## src/rtl/naive_bus_pkg.sv

```systemverilog
// Shared naive-bus widths, types and the address-window decode helper.
package naive_bus_pkg;

  localparam int ADDR_W = 32;
  localparam int DATA_W = 32;
  localparam int BE_W   = 4;

  typedef logic [ADDR_W-1:0] addr_t;
  typedef logic [DATA_W-1:0] data_t;
  typedef logic [BE_W-1:0]   be_t;

  // An address falls inside a window when every non-offset bit equals the base.
  function automatic logic addr_hit(input addr_t a, input addr_t base, input addr_t mask);
    return ((a & ~mask) == base);
  endfunction

endpackage

```

## src/rtl/naive_arbiter.sv

```systemverilog
// One-hot request arbiter; NAIVE_ROUTER_RR_EN selects round-robin, otherwise lowest index wins.
module naive_arbiter
#(
  parameter int N = 2
)(
  input  logic         clk,
  input  logic         rstn,
  input  logic [N-1:0] i_req,
  input  logic         i_adv,
  output logic [N-1:0] o_gnt
);

  localparam int IDX_W = (N > 1) ? $clog2(N) : 1;

  logic [IDX_W-1:0] w_ptr;
  logic [IDX_W-1:0] w_win;
  logic [2*N-1:0]   w_dbl_req;
  logic [2*N-1:0]   w_dbl_gnt;
  logic [N-1:0]     w_rot_req;
  logic [N-1:0]     w_rot_gnt;

  // Rotate so w_ptr sits at bit 0, keep the lowest set bit, rotate back.
  always_comb begin
    w_dbl_req = {i_req, i_req} >> w_ptr;
    w_rot_req = w_dbl_req[N-1:0];
    w_rot_gnt = w_rot_req & (~w_rot_req + N'(1));
    w_dbl_gnt = {w_rot_gnt, w_rot_gnt} << w_ptr;
    o_gnt     = w_dbl_gnt[2*N-1:N];
  end

  // Encode the one-hot grant back to an index.
  always_comb begin
    w_win = '0;
    for (int k = 0; k < N; k++) begin
      w_win = w_win | (IDX_W'(k) & {IDX_W{o_gnt[k]}});
    end
  end

`ifdef NAIVE_ROUTER_RR_EN
  logic [IDX_W-1:0] r_ptr;

  // Pointer moves just past the master that was actually granted.
  always_ff @(posedge clk or negedge rstn) begin
    if (!rstn) begin
      r_ptr <= '0;
    end else if (i_adv && (|i_req)) begin
      r_ptr <= (w_win == IDX_W'(N - 1)) ? '0 : (w_win + IDX_W'(1));
    end
  end

  assign w_ptr = r_ptr;
`else
  logic w_unused;

  assign w_ptr    = '0;
  assign w_unused = ^{clk, rstn, i_adv, w_win};
`endif

endmodule

```

## src/rtl/naive_router.sv

```systemverilog
// N-master x N-slave naive-bus crossbar: combinational decode/arbitration, registered read return.
// Optional macro NAIVE_ROUTER_RR_EN switches per-slave arbitration from fixed priority to round-robin.
module naive_router
  import naive_bus_pkg::*;
#(
  parameter int                  N_MASTER    = 2,
  parameter int                  N_SLAVE     = 1,
  parameter addr_t [N_SLAVE-1:0] SLAVES_MASK = {32'h0000_ffff},
  parameter addr_t [N_SLAVE-1:0] SLAVES_BASE = {32'h0000_0000}
)(
  input  logic                clk,
  input  logic                rstn,
  input  logic [N_MASTER-1:0] m_rd_req,
  output logic [N_MASTER-1:0] m_rd_gnt,
  input  addr_t               m_rd_addr [N_MASTER],
  output data_t               m_rd_data [N_MASTER],
  input  logic [N_MASTER-1:0] m_wr_req,
  output logic [N_MASTER-1:0] m_wr_gnt,
  input  addr_t               m_wr_addr [N_MASTER],
  input  data_t               m_wr_data [N_MASTER],
  input  be_t                 m_wr_be   [N_MASTER],
  output logic [N_SLAVE-1:0]  s_rd_req,
  output addr_t               s_rd_addr [N_SLAVE],
  input  logic [N_SLAVE-1:0]  s_rd_gnt,
  input  data_t               s_rd_data [N_SLAVE],
  output logic [N_SLAVE-1:0]  s_wr_req,
  output addr_t               s_wr_addr [N_SLAVE],
  output data_t               s_wr_data [N_SLAVE],
  output be_t                 s_wr_be   [N_SLAVE],
  input  logic [N_SLAVE-1:0]  s_wr_gnt
);

  localparam int SIDX_W = (N_SLAVE > 1) ? $clog2(N_SLAVE) : 1;

  // Returns {hit, slave index}; the lowest-numbered matching window wins.
  function automatic logic [SIDX_W:0] decode(input addr_t a);
    logic              hit;
    logic              take;
    logic [SIDX_W-1:0] idx;
    hit = 1'b0;
    idx = '0;
    for (int j = 0; j < N_SLAVE; j++) begin
      take = addr_hit(a, SLAVES_BASE[j], SLAVES_MASK[j]) & ~hit;
      idx  = idx | (SIDX_W'(j) & {SIDX_W{take}});
      hit  = hit | take;
    end
    return {hit, idx};
  endfunction

  logic [N_MASTER-1:0]                          w_rd_hit;
  logic [N_MASTER-1:0]                          w_wr_hit;
  logic [N_MASTER-1:0][SIDX_W-1:0]              w_rd_sidx;
  logic [N_MASTER-1:0][SIDX_W-1:0]              w_wr_sidx;
  logic [N_SLAVE-1:0][N_MASTER-1:0]             w_rd_sreq;
  logic [N_SLAVE-1:0][N_MASTER-1:0]             w_wr_sreq;
  logic [N_SLAVE-1:0][N_MASTER-1:0]             w_rd_sgnt;
  logic [N_SLAVE-1:0][N_MASTER-1:0]             w_wr_sgnt;
  logic [N_MASTER-1:0]                          r_rd_valid;
  logic [N_MASTER-1:0]                          r_rd_unmapped;
  logic [N_MASTER-1:0][SIDX_W-1:0]              r_rd_sidx;

  // Address decode per master, both channels.
  always_comb begin
    for (int m = 0; m < N_MASTER; m++) begin
      {w_rd_hit[m], w_rd_sidx[m]} = decode(m_rd_addr[m]);
      {w_wr_hit[m], w_wr_sidx[m]} = decode(m_wr_addr[m]);
    end
  end

  // Request matrix: which masters compete for which slave.
  always_comb begin
    for (int j = 0; j < N_SLAVE; j++) begin
      for (int m = 0; m < N_MASTER; m++) begin
        w_rd_sreq[j][m] = m_rd_req[m] & w_rd_hit[m] & (w_rd_sidx[m] == SIDX_W'(j));
        w_wr_sreq[j][m] = m_wr_req[m] & w_wr_hit[m] & (w_wr_sidx[m] == SIDX_W'(j));
      end
    end
  end

  for (genvar j = 0; j < N_SLAVE; j++) begin : g_arb
    naive_arbiter #(.N(N_MASTER)) u_rd_arb (
      .clk   (clk),
      .rstn  (rstn),
      .i_req (w_rd_sreq[j]),
      .i_adv (s_rd_gnt[j] & rstn),
      .o_gnt (w_rd_sgnt[j])
    );
    naive_arbiter #(.N(N_MASTER)) u_wr_arb (
      .clk   (clk),
      .rstn  (rstn),
      .i_req (w_wr_sreq[j]),
      .i_adv (s_wr_gnt[j] & rstn),
      .o_gnt (w_wr_sgnt[j])
    );
  end

  // Slave-side AND-OR mux of the picked master; idle slaves see all zeros.
  always_comb begin
    for (int j = 0; j < N_SLAVE; j++) begin
      s_rd_req[j]  = |w_rd_sreq[j];
      s_wr_req[j]  = |w_wr_sreq[j];
      s_rd_addr[j] = '0;
      s_wr_addr[j] = '0;
      s_wr_data[j] = '0;
      s_wr_be[j]   = '0;
      for (int m = 0; m < N_MASTER; m++) begin
        s_rd_addr[j] = s_rd_addr[j] | (m_rd_addr[m] & {ADDR_W{w_rd_sgnt[j][m]}});
        s_wr_addr[j] = s_wr_addr[j] | (m_wr_addr[m] & {ADDR_W{w_wr_sgnt[j][m]}});
        s_wr_data[j] = s_wr_data[j] | (m_wr_data[m] & {DATA_W{w_wr_sgnt[j][m]}});
        s_wr_be[j]   = s_wr_be[j]   | (m_wr_be[m]   & {BE_W{w_wr_sgnt[j][m]}});
      end
    end
  end

  // Master grants (unmapped accesses complete at once) and read-data return.
  always_comb begin
    for (int m = 0; m < N_MASTER; m++) begin
      m_rd_gnt[m]  = rstn & m_rd_req[m] &
                     (~w_rd_hit[m] | (w_rd_sgnt[w_rd_sidx[m]][m] & s_rd_gnt[w_rd_sidx[m]]));
      m_wr_gnt[m]  = rstn & m_wr_req[m] &
                     (~w_wr_hit[m] | (w_wr_sgnt[w_wr_sidx[m]][m] & s_wr_gnt[w_wr_sidx[m]]));
      m_rd_data[m] = (r_rd_valid[m] & ~r_rd_unmapped[m]) ? s_rd_data[r_rd_sidx[m]] : '0;
    end
  end

  // Remember where each granted read went so its data can be steered back next cycle.
  always_ff @(posedge clk or negedge rstn) begin
    if (!rstn) begin
      r_rd_valid    <= '0;
      r_rd_unmapped <= '0;
      r_rd_sidx     <= '0;
    end else begin
      r_rd_valid    <= m_rd_gnt;
      r_rd_unmapped <= ~w_rd_hit;
      r_rd_sidx     <= w_rd_sidx;
    end
  end

endmodule

```

## config.mk

```make
export PLATFORM = sky130hd
export DESIGN_NAME = naive_router
export DESIGN_NICKNAME = d
export VERILOG_FILES = /design/src/rtl/naive_bus_pkg.sv /design/src/rtl/naive_arbiter.sv /design/src/rtl/naive_router.sv
export SDC_FILE = /design/constraint.sdc
export NUM_CORES = 1
export LEC_CHECK = 0
export ABC_AREA = 1
export ABC_CLOCK_PERIOD_IN_PS = 1900
export CORE_AREA = 4 4 157 159
export CTS_BUF_LIST = sky130_fd_sc_hd__clkbuf_16
export DETAILED_ROUTE_END_ITERATION = 6
export DIE_AREA = 0 0 161 163
export DONT_BUFFER_PORTS = 1
export SETUP_SLACK_MARGIN = 0.4
export SKIP_CTS_REPAIR_TIMING = 1
export SYNTH_ARGS = -nofsm -noshare
export SYNTH_HDL_FRONTEND = slang
export SYNTH_SLANG_ARGS = --single-unit
export TNS_END_PERCENT = 100
```

## constraint.sdc

```tcl
create_clock -name clk -period 1.9 [get_ports clk]
set_input_delay 0.57 -clock clk [delete_from_list [all_inputs] [get_ports clk]]
set_output_delay 0.57 -clock clk [all_outputs]
set_load 0.02 [all_outputs]
```

==> run metrics, run 1 <==
global-route wire length before repair=16100 µm; cell area after layout=just over 5000 µm²; Sequential Area=approximately 100 µm²; power share of the combinational group=between 30% and 40%; Crit path arrival time=around 1700 ps; sequential power share=between 10 and 15%; Max Slew Vio Count=0; DR vias=3200; drt wl/cell=18.80 µm; DR pass1 iterations=4; cell area after placement=3393 µm²; gr usage total=7.839%; fin crit period=approximately 2200 ps; MaxCap Viol Count=0; Die ar.=26240 µm²; startpoint types=primary input; I/O pins=slightly above 400; area grow syn2layout=149.5%; GP Congestion=roughly 0.86; Layout Nets=769; Clock Path Buffers=2; Initial Util=~8.9%; outcome=complete, but fails checks; clock-pin slew on the worst setup and hold paths=~30 ps; final setup vio count=72; origin of the worst setup path=m_wr_addr[20]; fin util=between 20 and 25%; H-tree depth=1; Hold Crit Class=primary input to asynchronous set/reset pin; Hold Vio Cnt, Final=0; area of the multi-input gates=approximately 3000 µm²; Root Buffer=clkbuf_16; Critical Path Sink=s_wr_addr[13]; post-synthesis sequential area ratio=around 4.8%; Finished Layout Cells=about 850; hold_ws=42.66 ps; commonest cells after routing, fill and taps aside=nor2_4 (92), nand2_1 (73), buf_6 (68); Post-Place Cells=just over 800; Yosys warnings=0; Crit. End Element=output pin; Net Switching=0.2153 mW; WS Path Type=primary input to output pin; clock power share=a little over half; Final TNS setup=-20040 ps; CTS Buf Count=3; initial antenna violation count=0; maximum vdd drop=0.2150 mV; die width=between 150 and 200 µm; layout cell share with drive strength beyond 1=roughly 65%; Final ANT Viol Nets=0; Seq cells post-synth=4; failing checks=setup timing; core box area=23260 µm²; dpl hpwl=11130 µm; # port buffers=0; unrepaired setup endpoints after global routing=true; Pwr Total=~0.62 mW; pwr/cell area=119.2 nW/µm²; Yosys cell types=16; Power Internal=0.4021 mW; vias in the first global route=approximately 2.6k; Post-Route WL=about 16000 µm; static leakage=2.050 nW; Sw Ratio=34.87%; overflow left after global routing=0; Initial DRC Count=~170; # fillers=2574; CTS tree=yes; chip height=163 µm; CP required=between 1000 and 1500 ps; mean area per synthesized cell=4.644 µm²; most common cell after layout, fill and taps aside=nor2_4; Synth Cell Area=around 2100 µm²; site row count=between 50 and 60; number of clock sinks=4; cells after synthesis=around 450; min setup slack post-route=-338.3 ps; period utilisation layout=117.8%; largest net degree at the start of global routing=41; DRC viols=0; Setup WS pre-CTS=-691.3 ps; Via-to-Cell Ratio=around 3.8; Max Clk Rate=446.8 MHz; number of diodes=0; crit path max fanout=20
-- cells in the mapped netlist --
cell type	count	share of area [%]
clkbuf_1	6	1.1
nor2_4	2	1.1
o211ai_1	2	0.72
buf_4	39	14
a21oi_1	2	0.48
dfrtp_1	4	4.8
inv_1	40	7.2
inv_2	2	0.36
nor2_2	4	1.2
nor2_1	100	18
buf_2	11	2.7
conb_1	1	0.18
o21ai_0	2	0.48
nand3_1	70	17
nand3_4	2	1.7
nand2_1	160	29
-- worst min path at each step --
stage	start	end	slack [ps]	cells past startpoint
global route	rstn	r_rd_unmapped[1]	30	0
global placement	rstn	r_rd_unmapped[0]	270	0
floorplan	rstn	r_rd_unmapped[0]	270	0
finish	rstn	r_rd_unmapped[0]	40	0
detailed placement	rstn	r_rd_unmapped[0]	270	0
CTS	rstn	r_rd_unmapped[1]	40	0
-- logic make-up (layout without fill, tap and decap cells) --
| family | after synthesis | in the layout | share of synthesized area, % |
|---|---|---|---|
| other cells | 1 | 32 | 0.1807 |
| buf+inv | 98 | 147 | 25.44 |
| compound gates | 6 | 6 | 1.688 |
| simple gates | 338 | 338 | 67.87 |
| flops | 4 | 4 | 4.822 |
-- worst max-delay path, cell delays in order --
cell       delay [ps]
nor2_1             80
nand2_1            90
nor2_4            150
nand2_4            80
nor2_4            120
buf_12            150
clkbuf_16         180
nand3_1           100
nand2_2           140
-- metal layers --
metal	global-route usage (%)	routed length [µm]	vias to the layer above
met4	0.8143	291	0
met3	1.443	1137	16
li1	-	-	1467
met2	13.07	8429	220
met5	0	0	-
met1	10.94	6049	1497
-- state kept, by name, summed over array words and instances, names as in the netlist --
name,flops
r_rd_valid,2
r_rd_unmapped,2
-- power groups by stage --
stage	Sequential [mW]	Combinational (mW)	Clock [mW]
global placement	0.0898	0.142	0
CTS	0.0889	0.145	0.332
detailed placement	0.0898	0.144	0
floorplan	0.0893	0.180	0
finish	0.0913	0.199	0.327
global route	0.0915	0.213	0.344
-- final cells by class --
cell class / instances / area share (%)
Clock buffer: 3 / 1.450
Inverter: 42 / 3.334
Multi-Input combinational cell: 376 / 58.71
Sequential cell: 4 / 1.933
Tap cell: 319 / 7.707
Timing Repair Buffer: 102 / 26.87
Note: power is estimated with default switching activity, not from simulation.
==> run 2: changes to the inputs <==
--- a/config.mk
+++ b/config.mk
@@ -7,12 +7,12 @@
 export LEC_CHECK = 0
 export ABC_AREA = 1
 export ABC_CLOCK_PERIOD_IN_PS = 1900
-export CORE_AREA = 4 4 157 159
+export CORE_AREA = 8 8 153 155
 export CTS_BUF_LIST = sky130_fd_sc_hd__clkbuf_16
 export DETAILED_ROUTE_END_ITERATION = 6
 export DIE_AREA = 0 0 161 163
 export DONT_BUFFER_PORTS = 1
-export SETUP_SLACK_MARGIN = 0.4
+export SETUP_SLACK_MARGIN = 0.3
 export SKIP_CTS_REPAIR_TIMING = 1
 export SYNTH_ARGS = -nofsm -noshare
 export SYNTH_HDL_FRONTEND = slang
==> run metrics, run 2 (synthesized netlist as in run 1, its figures left out) <==
outcome=complete, but fails checks; failing checks=setup timing; WS Path Type=primary input to output pin; initial antenna violation count=0; Crit. End Element=output pin; drt wl/cell=21.26 µm; GP Congestion=~0.81; static leakage=between 2 and 2.5 nW; I/O pins=410; overflow left after global routing=0; crit path max fanout=8; clock power share=around 52%; startpoint types=primary input; area of the multi-input gates=3246 µm²; Power Internal=0.4020 mW; largest net degree at the start of global routing=35; vias in the first global route=about 3.1k; sequential power share=between 15 and 20%; die width=161 µm; fin crit period=2249 ps; cell area after layout=roughly 5500 µm²; Sw Ratio=a little over a third; number of clock sinks=4; DR vias=~3.3k; Initial Util=about a tenth; # fillers=roughly 2.2k; chip height=163 µm; CTS Buf Count=3; Max Slew Vio Count=0; Hold Crit Class=primary input to asynchronous set/reset pin; layout cell share with drive strength beyond 1=a little under 70%; site row count=between 50 and 60; # port buffers=0; final setup vio count=72; Pwr Total=a little over 0.6 mW; dpl hpwl=between 10000 and 15000 µm; MaxCap Viol Count=0; gr usage total=under 10%; Via-to-Cell Ratio=roughly 4.1; core box area=20820 µm²; Root Buffer=clkbuf_16; Max Clk Rate=approximately 440 MHz; commonest cells after routing, fill and taps aside=nor2_4 (95), buf_6 (74), nand2_1 (66); min setup slack post-route=-349.1 ps; Sequential Area=101.3 µm²; area grow syn2layout=162.9%; Net Switching=0.2139 mW; DRC viols=0; cell area after placement=3188 µm²; most common cell after layout, fill and taps aside=nor2_4; Clock Path Buffers=2; CTS tree=yes; unrepaired setup endpoints after global routing=true; power share of the combinational group=between 30% and 40%; CP required=1330 ps; maximum vdd drop=~0.3 mV; period utilisation layout=118.4%; H-tree depth=1; number of diodes=0; Layout Nets=a little under 800; Die ar.=~26000 µm²; Crit path arrival time=between 1500 and 2000 ps; pwr/cell area=112.8 nW/µm²; clock-pin slew on the worst setup and hold paths=approximately 30 ps; global-route wire length before repair=between 15000 and 20000 µm; Regs by FF count=r_rd_unmapped: 2 flops, r_rd_valid: 2 flops; Initial DRC Count=159; Final ANT Viol Nets=0; Hold Vio Cnt, Final=0; DR pass1 iterations=4; Post-Route WL=roughly 17000 µm
-- run 2: changes by cell type in the layout (fill, tap and decap cells not counted), sizes merged --
cell,previous run,this run
buf,90,100
clkinv,0,1
inv,42,41
nand2,160,161
-- run 2: layout make-up --
cell class,count,share of cell area [%]
Timing Repair Buffer,112,27.74
Clock buffer,3,1.376
Sequential cell,4,1.857
Tap cell,275,6.304
Inverter,42,3.255
Multi-Input combinational cell,377,59.47
-- run 2: power by group through the flow --
| stage | Sequential, mW | Combinational, mW | Clock (mW) |
|---|---|---|---|
| CTS | 0.0886 | 0.130 | 0.326 |
| finish | 0.0929 | 0.201 | 0.322 |
| global route | 0.0928 | 0.215 | 0.339 |
| global placement | 0.0893 | 0.128 | 0 |
| detailed placement | 0.0894 | 0.130 | 0 |
| floorplan | 0.0893 | 0.168 | 0 |
-- run 2: metal layers --
layer / routed length (µm) / GRT usage [%] / vias to the layer above / part of all wire [%]
met5: 0 / 0 / - / 0
met4: 183 / 0.8418 / 0 / 1.1
met3: 1442 / 2.882 / 10 / 8.3
met2: 9568 / 16.31 / 237 / 55
met1: 6091 / 9.240 / 1571 / 35
li1: - / - / 1501 / -
-- run 2: worst paths after layout --
check	start	end	slack [ps]
min in group clk	m_rd_req[1]	r_rd_valid[1]	550
worst max-delay path	m_wr_addr[17]	s_wr_data[8]	-350
max in group asynchronous	rstn	r_rd_valid[0]	1770
worst min-delay path	rstn	r_rd_unmapped[1]	50
-- run 2: worst max-delay path, stage by stage --
cell     delay [ps]
nor2_4          100
nand2_4          80
nor2_4          150
nand2_4          70
nor2_4          150
buf_12          160
buf_6           150
nand3_1         100
nand2_2         130
-- run 2: per-stage QoR --
| step | setup TNS, ps | hold slack [ps] | instances | utilization, % | setup slack, ps |
|---|---|---|---|---|---|
| after floorplan | -5325 | 274.4 | 478 | - | -86.69 |
| after global placement | -28200 | 274.9 | 783 | 15.31 | -493.9 |
| after detailed placement | -29800 | 275.0 | 783 | 15.31 | -529.3 |
| after CTS | -33370 | 43.79 | 786 | 15.67 | -533.5 |
| after global routing | -25060 | 36.74 | 813 | 26.21 | -434.7 |
| final | -19800 | 45.54 | 813 | 26.21 | -349.1 |
==> run 3: changes to the inputs <==
--- a/config.mk
+++ b/config.mk
@@ -12,6 +12,7 @@
 export DETAILED_ROUTE_END_ITERATION = 6
 export DIE_AREA = 0 0 161 163
 export DONT_BUFFER_PORTS = 1
+export REMOVE_ABC_BUFFERS = 1
 export SETUP_SLACK_MARGIN = 0.3
 export SKIP_CTS_REPAIR_TIMING = 1
 export SYNTH_ARGS = -nofsm -noshare
==> run metrics, run 3 (synthesized netlist as in run 1, its figures left out) <==
dpl hpwl=12830 µm; vias in the first global route=2768; Initial Util=9.969%; DRC viols=0; overflow left after global routing=0; period utilisation layout=121.9%; Post-Place Cells=a little under 800; DR pass1 iterations=7; Hold Vio Cnt, Final=0; GP Congestion=0.8496; MaxCap Viol Count=0; Die ar.=roughly 26000 µm²; chip height=163 µm; Final TNS setup=-23200 ps; Post-Route WL=between 15000 and 20000 µm; outcome=complete, but fails checks; Max Slew Vio Count=0; Max Clk Rate=around 430 MHz; CTS tree=yes; H-tree depth=1; number of clock sinks=4; layout cell share with drive strength beyond 1=63.58%; Crit. End Element=output pin; Clock Path Buffers=2; area of the multi-input gates=roughly 3100 µm²; global-route wire length before repair=between 15000 and 20000 µm; area grow syn2layout=149.7%; DR vias=around 3.4k; # port buffers=0; final setup vio count=73; initial antenna violation count=4; crit path max fanout=6; Via-to-Cell Ratio=between 4 and 5; Hold Crit Class=primary input to asynchronous set/reset pin; startpoint types=primary input; min setup slack post-route=-416.7 ps; pwr/cell area=between 100 and 150 nW/µm²; largest net degree at the start of global routing=50; fin crit period=between 2000 and 2500 ps; Crit path arrival time=roughly 1800 ps; die width=~160 µm; # fillers=between 2k and 2.5k; most common cell after layout, fill and taps aside=nor2_4; hold_ws=between 40 and 50 ps; Root Buffer=clkbuf_16; Layout Nets=772; number of diodes=0; clock-pin slew on the worst setup and hold paths=30 ps; CP required=approximately 1300 ps; static leakage=2.058 nW; Regs by FF count=r_rd_unmapped: 2 flops, r_rd_valid: 2 flops; commonest cells after routing, fill and taps aside=nor2_4 (84), nand2_1 (80), buf_6 (71); unrepaired setup endpoints after global routing=true; WS Path Type=primary input to output pin; core box area=between 20000 and 25000 µm²; Final ANT Viol Nets=0; Initial DRC Count=~200; cell area after layout=approximately 5200 µm²; gr usage total=8.827%; Finished Layout Cells=805; site row count=between 50 and 60; maximum vdd drop=0.1798 mV; failing checks=setup timing; Sequential Area=~100 µm²; CTS Buf Count=3; cell area after placement=between 2000 and 3000 µm²; I/O pins=between 400 and 500; drt wl/cell=22.63 µm
## run 3: cell count changes in the layout (fill, tap and decap cells not counted), moves of 3 or more
cell,previous run,this run
nand2_2,45,36
nand2_1,66,80
buf_12,9,13
buf_8,7,4
nor2_2,6,10
buf_6,74,71
nor2_4,95,84
nor2_1,5,12
nand2_4,48,44
## run 3: path summary, 6_finish.rpt
kind	from	endpoint	cells after the start
min in group clk	s_rd_gnt	r_rd_valid[1]	2
max	m_wr_addr[22]	s_wr_be[3]	9
max in group asynchronous	rstn	r_rd_valid[0]	0
min	rstn	r_rd_unmapped[1]	0
## run 3: stage by stage
stage                     util [%]  total power, mW  worst slack [ps]
final                        24.89           0.6036            -416.7
after global routing         24.89           0.6291            -494.0
after CTS                    14.15           0.5356            -654.4
after detailed placement     13.79           0.2112            -652.7
after global placement       13.79           0.2091            -599.2
after floorplan                  -           0.1969            -746.8
## run 3: critical path, stage by stage
cell and delay (ps):
nor2_2 110, nand2_2 70, nor2_4 120, nand2_2 90, nor2_4 210, buf_12 170
clkbuf_16 170, nand3_1 80, nand2_2 140
## run 3: routing by layer
layer	track usage, %	share of wire, %	wire length [µm]	vias to the layer above
met5	0	0.26	48	-
met4	0.7155	0.48	87	8
met3	4.095	9.6	1740	16
met2	14.57	53	9576	215
met1	10.70	37	6763	1654
li1	-	-	-	1482
## run 3: area by class of cell
cell class,count,share of cell area [%]
inverter,42,3.283
timing repair buffer,105,27.44
sequential,4,1.931
clock buffer,3,1.448
multi-input combinational,376,59.26
tap,275,6.638
## run 3: power breakdown
part	switching (mW)	internal [mW]
clock	0.0544	0.268
combinational	0.152	0.0389
sequential	0.00181	0.0880
